### src/rtl/serial_demux_capture_pkg.sv
// Lab-wide definitions shared by the 7-to-1 select mux and its receiver.
// Holds the default word geometry and the capture FSM state encodings.
package serial_demux_capture_pkg;

    localparam int DEF_WIDTH = 7;
    localparam int DEF_SEL_W = 3;

    localparam logic [1:0] S_IDLE    = 2'd0;
    localparam logic [1:0] S_CAPTURE = 2'd1;
    localparam logic [1:0] S_DONE    = 2'd2;

    typedef enum logic [1:0] {
        ST_IDLE    = S_IDLE,
        ST_CAPTURE = S_CAPTURE,
        ST_DONE    = S_DONE
    } state_t;

endpackage

### src/rtl/serial_demux_capture.sv
// Rebuilds a WIDTH-bit word sent LSB first, one bit per BitValid strobe.
// Ports: Clock, Resetn (async low), Start, SerialIn, BitValid in;
//        BitIndex, Busy, Done (1-cycle pulse), Out (last word) out.
module serial_demux_capture
    import serial_demux_capture_pkg::*;
#(
    parameter int WIDTH = DEF_WIDTH,
    parameter int SEL_W = DEF_SEL_W
) (
    input  logic             Clock,
    input  logic             Resetn,
    input  logic             Start,
    input  logic             SerialIn,
    input  logic             BitValid,
    output logic [SEL_W-1:0] BitIndex,
    output logic             Busy,
    output logic             Done,
    output logic [WIDTH-1:0] Out
);

    localparam logic [SEL_W-1:0] LAST = SEL_W'(WIDTH - 1);

    state_t           state_q, state_d;
    logic [SEL_W-1:0] idx_q, idx_d;
    logic [WIDTH-1:0] stage_q, stage_d;
    logic [WIDTH-1:0] out_q, out_d;

    always_ff @(posedge Clock or negedge Resetn) begin
        if (!Resetn) begin
            state_q <= ST_IDLE;
            idx_q   <= '0;
            stage_q <= '0;
            out_q   <= '0;
        end else begin
            state_q <= state_d;
            idx_q   <= idx_d;
            stage_q <= stage_d;
            out_q   <= out_d;
        end
    end

    always_comb begin
        state_d = state_q;
        idx_d   = idx_q;
        stage_d = stage_q;
        out_d   = out_q;
        unique case (state_q)
            ST_IDLE: begin
                if (Start) begin
                    state_d = ST_CAPTURE;
                    idx_d   = '0;
                    stage_d = '0;
                end
            end
            ST_CAPTURE: begin
                // Start wins over a coincident bit: that bit is dropped.
                if (Start) begin
                    idx_d   = '0;
                    stage_d = '0;
                end else if (BitValid) begin
                    for (int i = 0; i < WIDTH; i++) begin
                        if (idx_q == SEL_W'(i)) stage_d[i] = SerialIn;
                    end
                    if (idx_q == LAST) begin
                        out_d   = stage_d;
                        idx_d   = '0;
                        state_d = ST_DONE;
                    end else begin
                        idx_d = idx_q + SEL_W'(1);
                    end
                end
            end
            ST_DONE: begin
                if (Start) begin
                    state_d = ST_CAPTURE;
                    idx_d   = '0;
                    stage_d = '0;
                end else begin
                    state_d = ST_IDLE;
                end
            end
            default: begin
                state_d = ST_IDLE;
                idx_d   = '0;
                stage_d = '0;
            end
        endcase
    end

    assign BitIndex = idx_q;
    assign Busy     = (state_q == ST_CAPTURE);
    assign Done     = (state_q == ST_DONE);
    assign Out      = out_q;

endmodule

### config.mk
export PLATFORM = sky130hd
export DESIGN_NAME = serial_demux_capture
export DESIGN_NICKNAME = d
export VERILOG_FILES = /design/src/rtl/serial_demux_capture_pkg.sv /design/src/rtl/serial_demux_capture.sv
export SDC_FILE = /design/constraint.sdc
export NUM_CORES = 1
export LEC_CHECK = 0
export BUFFER_PORTS_ARGS = -buffer_cell sky130_fd_sc_hd__buf_2
export CAP_MARGIN = 40
export CORE_MARGIN = 2
export CORE_UTILIZATION = 52
export CTS_CLUSTER_DIAMETER = 30
export DETAILED_ROUTE_END_ITERATION = 8
export PLACE_DENSITY = 0.75
export SLEW_MARGIN = 10
export SYNTH_ARGS = -nofsm -noshare
export SYNTH_HDL_FRONTEND = slang
export SYNTH_SLANG_ARGS = --single-unit
### constraint.sdc
create_clock -name Clock -period 2.1 [get_ports Clock]
set_input_delay 0.105 -clock Clock [delete_from_list [all_inputs] [get_ports Clock]]
set_output_delay 0.105 -clock Clock [all_outputs]
set_load 0.01 [all_outputs]
## Word level (Yosys, flattened, before mapping)

Cells that the tools add are included.

- Equal/unequal tests: 14
- Add/subtract/negate cells: 1
- Reductions and logical operators: 6
- Multiplexer cells: 22
- Bitwise operators: 1

Operator list:

| kind | number |
|---|---|
| two-way mux 7 bit | 3 |
| case mux 7 bit (2 select lines) | 1 |
| two-way mux 3 bit | 4 |
| == test 3 bit (second input constant) | 3 |
| two-way mux 1 bit | 8 |
| two-way mux 2 bit | 4 |
| AND reduction 4 bit | 2 |
| == test 3 x 2 -> 1 bit (second input constant) | 2 |
| inequality test 2 bit (second input constant) | 3 |
| case mux 2 bit (3 select lines) | 1 |
| case mux 3 bit (2 select lines) | 1 |
| inequality test 2 x 1 -> 1 bit (second input constant) | 2 |
| adder 3 x 1 -> 3 bit (second input constant) | 1 |
| == test 3 x 1 -> 1 bit (second input constant) | 1 |
| zero test 3 bit | 1 |
| inequality test 3 bit (second input constant) | 1 |
| == test 2 x 1 -> 1 bit (second input constant) | 1 |
| == test 2 bit (second input constant) | 1 |
| zero test 2 bit | 1 |
| AND reduction 2 bit | 1 |
| OR reduction 2 bit | 1 |
| NOT 1 bit | 1 |

- Flip-flop bits (word level): 19
- Logic and storage cells: 48
- Input bits: 5
- Output and inout bits: 12

## Depth between registers and ports, before layout

Gate-level depths: netlist (run 1).

- Depth after elaboration: 5
- Gate-level depth with buffers: 6
- Depth with buffers taken out: 5

## Least setup slack after synthesis (run 1)

No wires, ideal clock.

- Path kind: reg2reg
- From: register idx_q[0] (netlist: BitIndex[0])
- To: register out_q[3] (netlist: Out[3])
- Period minus slack after synthesis: 1,649 ps
- Library setup time: 125 ps
- Buffers on the path: 1
- Slack: 451 ps
- Required time: 1,975 ps
- Stages on the path, launching flop included: 6
- Arrival: 1,525 ps
- Cell sequence: dfrtp_1 clkbuf_1 and2_1 ha_1 mux2_2 mux2_2

- Cells in the longest elaborated chain, start to end: 2
- Elaborated cells on any way between the ends: 4
- Classes of those cells: eq/ne (2); mux (1); reduce/logical (1)

Ends and longest elaborated chain:

| what | RTL line | RTL |
|---|---|---|
| start: declaration | serial_demux_capture.sv:24 | `logic [SEL_W-1:0] idx_q, idx_d;` |
| start signal: assignment | serial_demux_capture.sv:36 | `idx_q <= idx_d;` |
| == test 3 bit or == test 3 x 2 -> 1 bit (tied branches) | serial_demux_capture.sv:64, serial_demux_capture.sv:62 |  |
| AND reduction 4 bit (no source line) or two-way mux 1 bit (tied branches) | -- |  |
| end signal: assignment | serial_demux_capture.sv:38 | `out_q <= out_d;` |
| end: declaration | serial_demux_capture.sv:26 | `logic [WIDTH-1:0] out_q, out_d;` |

Parallel ways exist; a longest one is shown, timed or not.
A chain may end at the register's enable or synchronous reset.

## Final worst setup path (run 1)

- From: register state_q[1]
- To: register out_q[4] (netlist: Out[4])

- Cells in the longest elaborated chain, start to end: 2

Ends and longest elaborated chain:

| what | RTL line | RTL |
|---|---|---|
| start: declaration | serial_demux_capture.sv:23 | `state_t state_q, state_d;` |
| start signal: assignment | serial_demux_capture.sv:35 | `state_q <= state_d;` |
| == test 2 x 1 -> 1 bit | serial_demux_capture.sv:47 | `unique case (state_q)` |
| AND reduction 4 bit (no source line) | -- |  |

No other way between the ends.

==> reports/results.ini, run 1 <==
[outcome]
status = finished clean

[sta]
setup-violations-final = 0
grt_setup_unrepaired = false
period_share_pct = 79.8
slew_viol_final = 0
worst_pin_slew_ps = 434
fin_setup_tns_ps = 0
fmax_mhz = 597
worst_slack_ps = 424
skew_ps = 1.14
fin_crit_ps = 1680
slew-limit-headroom_pct = 70.9
hold_viol = 0
whs_ps = 68.2

[synthesis]
synth_edf_count = 0
synth_area_leaders = dfrtp_1, mux2_2, a32o_1
netlist.top_cell.by_area = dfrtp_1
yosysTopAreaCellShare_pct = 49.5
synthesis.nets = 82
yosysWarnings = 0
syn_area_sq_um = 910
ys_types = 30
yosysSeqAreaShare_pct = 49.5
ys_async_sr_fraction_pct = 100
synthCells = 76
avgSynthCellArea_sq_um = 12.0
synth_flop_cell = dfrtp_1
yosys_register_bits = 18

[floorplan]
placeableCoreArea_sq_um = 1690
fp.dieW_um = 45.8
fp.dieH_um = 45.8
start_util_pct = 53.9
num_rows = 15
dieArea_sq_um = 2100
io_pins = 17

[final_layout]
area_delta_synth_final_pct = 11.1
layout_common_cells = dfrtp_1, buf_2, mux2_2
postLayoutCellArea_sq_um = 1010
antenna_cells = 0
nNetsFinal = 97
fillers = 150
final_cells = 107
final_common_cell = dfrtp_1
drive_gt1_share_pct = 34.4

[clock_tree]
root_buffer = clkbuf_4
cts_tree = done
htreeDepth = 1
cts_made_buffers = 3
post-cts-setup-buffers = 0
cts_resized = 0
clockBufferDepth = 2
clkLatencyLatePin_ps = 290
clock_sinks = 18
cts_hold_buf = 1
clk_pin_slew_ps = 90

[route]
drt_pass1_iterations = 4
ant_nets = 0
drc = 0
wl_per_cell_um = 14.1
drtIter0Drc = 16
wl_um = 1510
vias = 620
via_per_inst = 5.79

[flow_run]
max_cap_viol_count = 0

[power_and_ir_drop]
peakVddDrop_uv = 477
leakage_nw = 0.515
p_per_area_nw_per_um2 = 626

[worst_setup_path]
cp.arrival_ps = 1860
reg2regPathDepth = 3
r2r-start = state_q[1]$_DFFE_PN0P_
crit_type = register to register
crit_start = state_q[1]$_DFFE_PN0P_
required_ps = 2290
path_max_fanout = 8
startpoint_type = register
end_kind = register

[min_path]
worstHoldPathCells = 2
hold_path.startpoint = SerialIn
hold_class = input pin to register

[placement]
post-dp-hpwl_um = 1110
place_inst = 102
gp_congestion = 0.735
portBuffers = 16
preCtsSetupSlack_ps = 432
dpl-instance-area_sq_um = 965

[grt]
grt_pass1_wl_um = 2550
overflow = 0
grt_pass1_vias = 539
grt_max_degree = 19
antenna_found_initial = 0
grt_use_total_pct = 17.9

[registers in the layout (all words and copies together) (netlist names)]
signal / flops
state_q: 2
Out: 7
BitIndex: 3
stage_q: 6
[worst paths after layout]
| kind | slack (ps) | to |
|---|---|---|
| max | 420 | Out[4]$_DFFE_PN0P_ |
| max reg2reg | 420 | Out[4]$_DFFE_PN0P_ |
| min in group asynchronous | 260 | Out[5]$_DFFE_PN0P_ |
| max in group asynchronous | 1570 | stage_q[4]$_DFFE_PN0P_ |
| min | 70 | Out[6]$_DFFE_PN0P_ |
| min reg2reg | 510 | stage_q[4]$_DFFE_PN0P_ |
[worst max-delay path, stage by stage, from the launching register on]
cell       delay (ps)
dfrtp_1           430
nand4bb_1         480
nor2_8            300
mux2_2            360
[where the power goes]
group          total (mW)  switching [mW]  internal [mW]
Combinational      0.0611          0.0349         0.0262
Sequential          0.363          0.0104          0.353
Clock               0.209           0.103          0.106
[area by class of cell]
| type | instances | area (sq um) | area share [%] |
|---|---|---|---|
| Sequential cell | 18 | 450 | 44.6 |
| Multi-Input combinational cell | 47 | 398 | 39.4 |
| Timing Repair Buffer | 17 | 90.1 | 8.91 |
| Clock buffer | 4 | 36.3 | 3.59 |
| Tap cell | 17 | 21.3 | 2.10 |
| Inverter | 4 | 15.0 | 1.49 |
[synthesized netlist by cell type (2+ instances only)]
cell and instances:
dfrtp_1 18, clkbuf_1 2, nor2_1 2, a32o_1 5, o21ai_0 2, nor2b_1 2, nand2_1 2, o21a_1 2
inv_1 4, buf_4 3, nor3b_1 4, mux2_2 8, o22ai_1 5
[routing by layer]
layer | routed length, um | global-route usage, %
met3 | 70 | 7.14
met5 | 0 | 0
met2 | 653 | 25.1
met4 | 23 | 6.86
met1 | 764 | 24.7
[cell families (layout without fill, tap and decap cells)]
family	count (synthesis)	in the layout	share of synthesized area, %
fa+ha+maj	1	1	1.38
simple gates	19	19	16.4
compound gates	19	19	16.1
buf+inv	11	25	6.74
mux	8	8	9.90
flops	18	18	49.5
[per-stage QoR]
| step | power [mW] | utilization, % |
|---|---|---|
| global placement | 0.429 | 57.1 |
| detailed placement | 0.430 | 57.1 |
| floorplan | 0.413 | - |
| global route | 0.664 | 59.9 |
| CTS | 0.638 | 59.9 |
| finish | 0.633 | 59.9 |
Note: power is estimated with default switching activity, not from simulation.
==> run 2: changes to the inputs <==
--- a/config.mk
+++ b/config.mk
@@ -5,13 +5,14 @@
 export SDC_FILE = /design/constraint.sdc
 export NUM_CORES = 1
 export LEC_CHECK = 0
+export ABC_AREA = 1
 export BUFFER_PORTS_ARGS = -buffer_cell sky130_fd_sc_hd__buf_2
 export CAP_MARGIN = 40
 export CORE_MARGIN = 2
-export CORE_UTILIZATION = 52
+export CORE_UTILIZATION = 48
 export CTS_CLUSTER_DIAMETER = 30
 export DETAILED_ROUTE_END_ITERATION = 8
-export PLACE_DENSITY = 0.75
+export PLACE_DENSITY = 0.73
 export SLEW_MARGIN = 10
 export SYNTH_ARGS = -nofsm -noshare
 export SYNTH_HDL_FRONTEND = slang
==> constraint.sdc (replaced) <==
create_clock -name Clock -period 1.4 [get_ports Clock]
set_input_delay 0.07 -clock Clock [delete_from_list [all_inputs] [get_ports Clock]]
set_output_delay 0.07 -clock Clock [all_outputs]
set_load 0.01 [all_outputs]
==> reports/results.ini, run 2 <==
[worst_setup_path]
cp.arrival_ps = 1440
path_max_fanout = 8
end_kind = register
crit_type = register to register
required_ps = 1640
startpoint_type = register

[power_and_ir_drop]
power_frac_clock_pct = 32.6
intPower_uw = 727
power.share.combinational_pct = 12.2
p_switching_uw = 254
p_total_uw = 981
p_per_area_nw_per_um2 = 867
leakage_nw = 0.671
switching_share_pct = 25.9
peakVddDrop_uv = 653
seqPwrFrac_pct = 55.2

[sta]
skew_ps = 4.96
worst_pin_slew_ps = 410
fmax_mhz = 834
fin_crit_ps = 1200
fin_setup_tns_ps = 0
grt_setup_unrepaired = false
setup-violations-final = 0
slew-limit-headroom_pct = 72.7
whs_ps = 67.3
hold_viol = 0
slew_viol_final = 0
period_share_pct = 85.7

[synthesis]
yosys.area_share.adder_pct = 1.27
synth_top_family_by_area = simple AND/OR/NAND/NOR gates
yosys_register_bits = 18
avgSynthCellArea_sq_um = 8.14
synth_mux_area_share_pct = 0
yosysSeqAreaShare_pct = 45.7
synthesis.nets = 127
syn_area_sq_um = 985
yosysWarnings = 0
ys_async_sr_fraction_pct = 100
synth-simple-area-share_pct = 37.6
netlist.top_cell.by_area = dfrtp_1
synth_area_leaders = dfrtp_1, nand2_1, nand3_1
synth_common_cells = nand2_1, dfrtp_1, nand3_1
yosysTopAreaCellShare_pct = 45.7
ys_types = 19
synth.most_common_cell = nand2_1
synth_flop_cell = dfrtp_1
synthCells = 121
synth-compound-area-share_pct = 6.23
synth_edf_count = 0
synth-xor-area-share_pct = 0

[final_layout]
fillers = 184
drive_gt1_share_pct = 22.9
layout_common_cells = nand2_1, dfrtp_1, nand3_1
largest_reg_flops = 7
area_delta_synth_final_pct = 14.9
nNetsFinal = 147
final_common_cell = nand2_1
seq_area_sq_um = 450
multi_input_area_sq_um = 444
antenna_cells = 0

[route]
ant_nets = 0
wl_um = 2050
drc = 0
drtIter0Drc = 23
via_per_inst = 5.11
vias = 854
drt_pass1_iterations = 4
wl_per_cell_um = 12.3

[grt]
overflow = 0
grt_pass1_wl_um = 3590
met1_usage_pct = 25.4
use_met2_pct = 32.7
grt_max_degree = 19
grt-busiest-layer = met2
grt_pass1_vias = 783
grt_use_met3_pct = 1.84
grt_use_total_pct = 19.3
antenna_found_initial = 0

[floorplan]
placeableCoreArea_sq_um = 1940
num_rows = 16
dieArea_sq_um = 2430
fp.dieH_um = 49.3
start_util_pct = 50.7
io_pins = 17
fp.dieW_um = 49.3

[outcome]
status = finished clean

[clock_tree]
post-cts-setup-buffers = 0
htreeDepth = 1
clkLatencyLatePin_ps = 300
clockBufferDepth = 2
cts_made_buffers = 3
root_buffer = clkbuf_4
cts_tree = done
clk_pin_slew_ps = 100
clock_sinks = 18

[flow_run]
max_cap_viol_count = 0

[min_path]
hold_class = input pin to register

[placement]
post-dp-hpwl_um = 1530
portBuffers = 16
gp_congestion = 0.861

==> run 2: logic make-up (layout without fill, tap and decap cells) <==
group	after synthesis	in the layout
AOI/OAI and AO/OA	11	11
adders and majority gates	1	1
buffers and inverters	17	36
DFF	18	18
and+or+nand+nor	74	74
==> run 2: power groups by stage <==
stage | Clock, mW | Combinational [mW] | Sequential, mW
6_report | 0.319 | 0.120 | 0.542
4_1_cts | 0.328 | 0.120 | 0.542
2_1_floorplan | 0 | 0.0841 | 0.547
3_3_place_gp | 0 | 0.116 | 0.551
5_1_grt | 0.357 | 0.135 | 0.543
3_5_place_dp | 0 | 0.117 | 0.552
==> run 2: metal layers <==
layer	vias to the layer above	wire length, um
li1	431	-
met1	401	902
met2	18	1050
met3	4	68
met4	0	32
met5	-	0
==> run 2: metrics by stage <==
| stage | worst slack (ps) | cell area, sq um | instances | util, % |
|---|---|---|---|---|
| 2_1_floorplan | 169 | 985 | 121 | - |
| 3_3_place_gp | 209 | 1080 | 162 | 55.9 |
| 3_5_place_dp | 179 | 1080 | 162 | 55.9 |
| 4_1_cts | 140 | 1130 | 167 | 58.2 |
| 5_1_grt | 59.5 | 1130 | 167 | 58.2 |
| 6_report | 201 | 1130 | 167 | 58.2 |
==> run 2: path summary, 6_finish.rpt <==
check	cells past startpoint	slack, ps	startpoint	endpoint
min in group asynchronous	2	220	Resetn	stage_q[2]$_DFFE_PN0P_
worst max-delay path	6	200	BitIndex[1]$_DFFE_PN0P_	stage_q[3]$_DFFE_PN0P_
worst min register to register	2	510	Out[6]$_DFFE_PN0P_	Out[6]$_DFFE_PN0P_
worst min-delay path	3	70	SerialIn	Out[6]$_DFFE_PN0P_
worst max register to register	6	200	BitIndex[1]$_DFFE_PN0P_	stage_q[3]$_DFFE_PN0P_
max in group asynchronous	2	890	Resetn	Out[5]$_DFFE_PN0P_
==> run 2: timing repair <==
item,CTS,global route
gates resized for setup,0,1
setup endpoints to repair,0,2
hold endpoints to repair,18,0
hold buffers,1,0
==> run 2: layout make-up <==
type | count | area share (%)
inverters | 11 | 4.09
clock buffers | 4 | 3.21
multi-input cells | 86 | 39.3
repair buffers | 21 | 10.6
flip-flops and latches | 18 | 39.8
well taps | 27 | 2.99
==> run 2: worst max-delay path, cell delays in order (launching register included) <==
cell and delay [ps]:
dfrtp_1 480, nand2_1 100, inv_1 40, ha_1 180
o21ai_1 180, nand3_1 100, nand2_1 60
